[src/rtl/handshake_fifo_buffer.sv]
`default_nettype none
// ============================================================================
// Module   : handshake_fifo_buffer
// Brief    : Elastic FIFO with registered valid/ready/data and no bypass path.
// Revision : 1.0 - initial release
// ============================================================================
module handshake_fifo_buffer #(
  parameter int DATA_WIDTH = 32,
  parameter int NUM_SLOTS  = 4
) (
  input  logic                           clk,
  input  logic                           rst,
  input  logic [DATA_WIDTH-1:0]          ins,
  input  logic                           ins_valid,
  output logic                           ins_ready,
  output logic [DATA_WIDTH-1:0]          outs,
  output logic                           outs_valid,
  input  logic                           outs_ready,
  output logic [$clog2(NUM_SLOTS+1)-1:0] occupancy
);

  localparam int c_PTR_W = (NUM_SLOTS > 1) ? $clog2(NUM_SLOTS) : 1;
  localparam int c_CNT_W = $clog2(NUM_SLOTS + 1);
  localparam logic [c_PTR_W-1:0] c_LAST_PTR = c_PTR_W'(NUM_SLOTS - 1);
  localparam logic [c_CNT_W-1:0] c_FULL_CNT = c_CNT_W'(NUM_SLOTS);

  logic [DATA_WIDTH-1:0] r_mem [NUM_SLOTS];
  logic [c_PTR_W-1:0]    r_wp;
  logic [c_PTR_W-1:0]    r_rp;
  logic [c_CNT_W-1:0]    r_count;
  logic                  w_push;
  logic                  w_pop;

  // Handshake signals derive only from the registered count.
  assign ins_ready  = (r_count != c_FULL_CNT);
  assign outs_valid = (r_count != '0);
  assign outs       = outs_valid ? r_mem[r_rp] : '0;
  assign occupancy  = r_count;

  assign w_push = ins_valid & ins_ready;
  assign w_pop  = outs_valid & outs_ready;

  always_ff @(posedge clk) begin
    if (w_push) begin
      r_mem[r_wp] <= ins;
    end
  end

  // Pointers wrap by explicit compare so any depth >= 2 is legal.
  always_ff @(posedge clk) begin
    if (!rst) begin
      r_wp    <= '0;
      r_rp    <= '0;
      r_count <= '0;
    end else begin
      if (w_push) begin
        r_wp <= (r_wp == c_LAST_PTR) ? '0 : r_wp + 1'b1;
      end
      if (w_pop) begin
        r_rp <= (r_rp == c_LAST_PTR) ? '0 : r_rp + 1'b1;
      end
      case ({w_push, w_pop})
        2'b10:   r_count <= r_count + 1'b1;
        2'b01:   r_count <= r_count - 1'b1;
        default: r_count <= r_count;
      endcase
    end
  end

endmodule
`default_nettype wire

[config.mk]
export PLATFORM = sky130hd
export DESIGN_NAME = handshake_fifo_buffer
export DESIGN_NICKNAME = d
export VERILOG_FILES = /design/src/rtl/handshake_fifo_buffer.sv
export SDC_FILE = /design/constraint.sdc
export NUM_CORES = 1
export LEC_CHECK = 0
export BUFFER_PORTS_ARGS = -buffer_cell sky130_fd_sc_hd__buf_2
export CORE_UTILIZATION = 51
export CTS_BUF_LIST = sky130_fd_sc_hd__clkbuf_4 sky130_fd_sc_hd__clkbuf_8 sky130_fd_sc_hd__clkbuf_16
export DETAILED_ROUTE_END_ITERATION = 7
export PLACE_DENSITY = 0.82
export SYNTH_ARGS = -nofsm -noshare
export SYNTH_HDL_FRONTEND = slang
export SYNTH_SLANG_ARGS = --single-unit
[constraint.sdc]
create_clock -name clk -period 2.15 [get_ports clk]
set_input_delay 0.1075 -clock clk [delete_from_list [all_inputs] [get_ports clk]]
set_output_delay 0.1075 -clock clk [all_outputs]
set_load 0.01 [all_outputs]
==> results.cfg <==
[outcome]
status = finished, violations left
violations = negative setup slack

[logic_synthesis]
syn_nets = 301
ys_seq_area_share_pct = 75.2
synthCells = 258
synth_area_um2 = 5350
ys_seq_elements = 137
syn_avg_cell_area_um2 = 20.8
ys_types = 26
yosysWarnings = 0

[drt]
antenna_left = 0
drtIter0Drc = 131
finalWirelength_mm = 9.74
avgViaCountPerCell = 5.16
firstDrtPassIters = 4
drc = 0
wl_per_cell_um = 18.2
vias = 2768

[sta]
hold_viol = 0
skew_ps = 7.15
max_freq_mhz = 465
setup_ws_ps = -0.366
min_period_over_period_pct = 100
setup-violations-final = 1
rsz0062_at_grt = yes
worstMarginPinSlew_ps = 862
relSlewSlack_pct = 42.5
period_needed_ps = 2150
tns_ps = -0.366
maxSlewViolCount = 0

[cells_and_area]
nNetsFinal = 430
mostFrequentLayoutCells = edfxtp_1 (128), buf_2 (72), dlygate4sd3_1 (35)
drive_gt1_share_pct = 41.3
seqCellArea_um2 = 4040
fin_cells = 536
n_antenna_cell = 0
fillers = 677
syn_to_final_growth_pct = 29.0
multi_input_area_um2 = 1220
final_common_cell = edfxtp_1

[placed_design]
dp_hpwl_mm = 5.43
gp_congestion = 0.788
portBuffers = 72
place_inst = 463

[clock_network]
cts-buffers-inserted = 17
clockBufferDepth = 2
clkSinkCount = 137
cts_tree = yes
insertion_delay_ps = 520
path_clk_slew_ps = 60
htree_levels = 4
root_buffer = clkbuf_8

[worst_setup_path]
r2r_end = occupancy[2]
crit_fanout = 2
critical_path_class = reg2reg
critPathLaunchType = flop
crit_end = occupancy[2]
cp.required_ps = 2580
r2r_cells = 9
rrSetupSlack_ps = -0.4
timing.rr.start = occupancy[2]
crit_start = occupancy[2]
cp-end-kind = flop
critPathArrivalTime_ps = 2580

[floorplanning]
dieArea_um2 = 10900
die_h_um = 104
num_io_pins = 73
coreArea_um2 = 10200
rows = 37
start_util_pct = 52.3
dieWidth_um = 104

[global_routing]
grt_util_met2_pct = 32.6
track_usage_pct = 19.1
busiest_layer = met2
use_met1_pct = 23.3
grt_max_degree = 33
grt-ovfl-total = 0
grt_use_met3_pct = 4.95
grt_pass1_vias = 2948
grt_pass1_wl_mm = 15.2
antenna_found_initial = 0

[power]
pwr_density_cell_nw_per_um2 = 1240
max-vdd-ir-drop_mv = 0.659
power.static_leakage_nw = 2.49

[run]
drv_cap = 0

[worst_hold_path]
hp-class = in2reg
## metal layers
layer	part of all wire (%)	vias up	routed length, µm
met4	1.4	0	141
met5	0	-	0
met2	53	67	5160
met1	42	1398	4090
met3	3.5	13	342
li1	-	1290	-
## stage by stage
step                utilization (%)  instance area (µm²)  setup slack [ps]  total power (W)  hold WS (ps)
floorplan                         -                 5370             -76.2          0.00489           206
global placement               57.6                 5890              29.2          0.00560           320
detailed placement             57.6                 5890             -40.2          0.00567           325
CTS                            67.2                 6870              12.5          0.00858          47.2
global route                   67.5                 6900             -83.0          0.00897          97.2
finish                         67.5                 6900            -0.366          0.00858          60.5
## critical path, cell delays in order (launching register included)
cell	delay [ps]
dfxtp_4	340
or3b_4	370
and2_4	160
inv_4	50
ha_4	130
inv_2	40
fa_2	340
xor2_1	180
or3_1	320
a21boi_1	140
## cell type report
type | instances | share of cell area, %
timing repair buffer | 122 | 12.6
multi-input combinational | 102 | 17.7
inverter | 7 | 0.417
sequential | 137 | 58.4
clock inverter | 15 | 2.41
clock buffer | 17 | 6.00
tap | 136 | 2.46
## worst min path at each step
stage	end	from	depth (start not counted)	slack (ps)
floorplan	r_mem[0][0]	ins[0]	0	210
global placement	r_mem[2][25]	ins[25]	1	320
detailed placement	r_mem[0][24]	ins[24]	1	320
CTS	flop	outs_ready	4	50
global route	flop	outs_ready	4	100
finish	flop	outs_ready	4	60
## cell usage after synthesis
| library cell | number | share of area (%) |
|---|---|---|
| edfxtp_1 | 128 | 72 |
| and2_1 | 34 | 4.0 |
| mux4_2 | 32 | 13 |
| dfxtp_1 | 9 | 3.4 |
| inv_1 | 7 | 0.49 |
| ha_1 | 6 | 1.4 |
| nand2_1 | 6 | 0.42 |
| and3_1 | 4 | 0.47 |
| buf_2 | 4 | 0.37 |
| clkbuf_1 | 4 | 0.28 |
| o21ai_0 | 4 | 0.37 |
| buf_12 | 3 | 1.1 |
| nand3_1 | 2 | 0.19 |
| nor2_1 | 2 | 0.14 |
| or3_1 | 2 | 0.23 |
| a21boi_0 | 1 | 0.14 |
| and2_4 | 1 | 0.16 |
| buf_6 | 1 | 0.21 |
| fa_1 | 1 | 0.37 |
| mux2i_1 | 1 | 0.19 |
| nand4_1 | 1 | 0.12 |
| o21ai_1 | 1 | 0.093 |
| o31ai_1 | 1 | 0.14 |
| or3b_1 | 1 | 0.16 |
| xnor2_1 | 1 | 0.16 |
| xor2_1 | 1 | 0.16 |
## report_power, final
part           leakage, nW  internal, W  switching (W)
sequential            1.25      0.00324       0.000106
clock                0.278      0.00167        0.00114
combinational        0.957      0.00123        0.00120
## registers in the layout, indices dropped and copies added, names as in the netlist, named ones only
signal and flops:
r_wp 2, r_rp 2, r_mem 128, occupancy 3
## kinds of logic (layout without fill, tap and decap cells)
kind of cell             count (synthesis)  count (layout)  share of synthesized area (%)
AND/OR/NAND/NOR                         53              53                           5.87
adder cells (fa/ha/maj)                  7               7                           1.78
AO/OA/AOI/OAI                            7               7                          0.748
XOR/XNOR                                 2               2                          0.327
buffers and inverters                   19             161                           2.48
flip-flops                             137             137                           75.2
multiplexers                            33              33                           13.6
## what timing repair did
action	CTS	global route
setup buffers	5	0
setup endpoints to repair	1	2
endpoints found under the hold margin	137	0
cloned	0	1
hold buffers	35	0
pin swaps	5	1
gates resized for setup	3	3
Note: power is estimated with default switching activity, not from simulation.
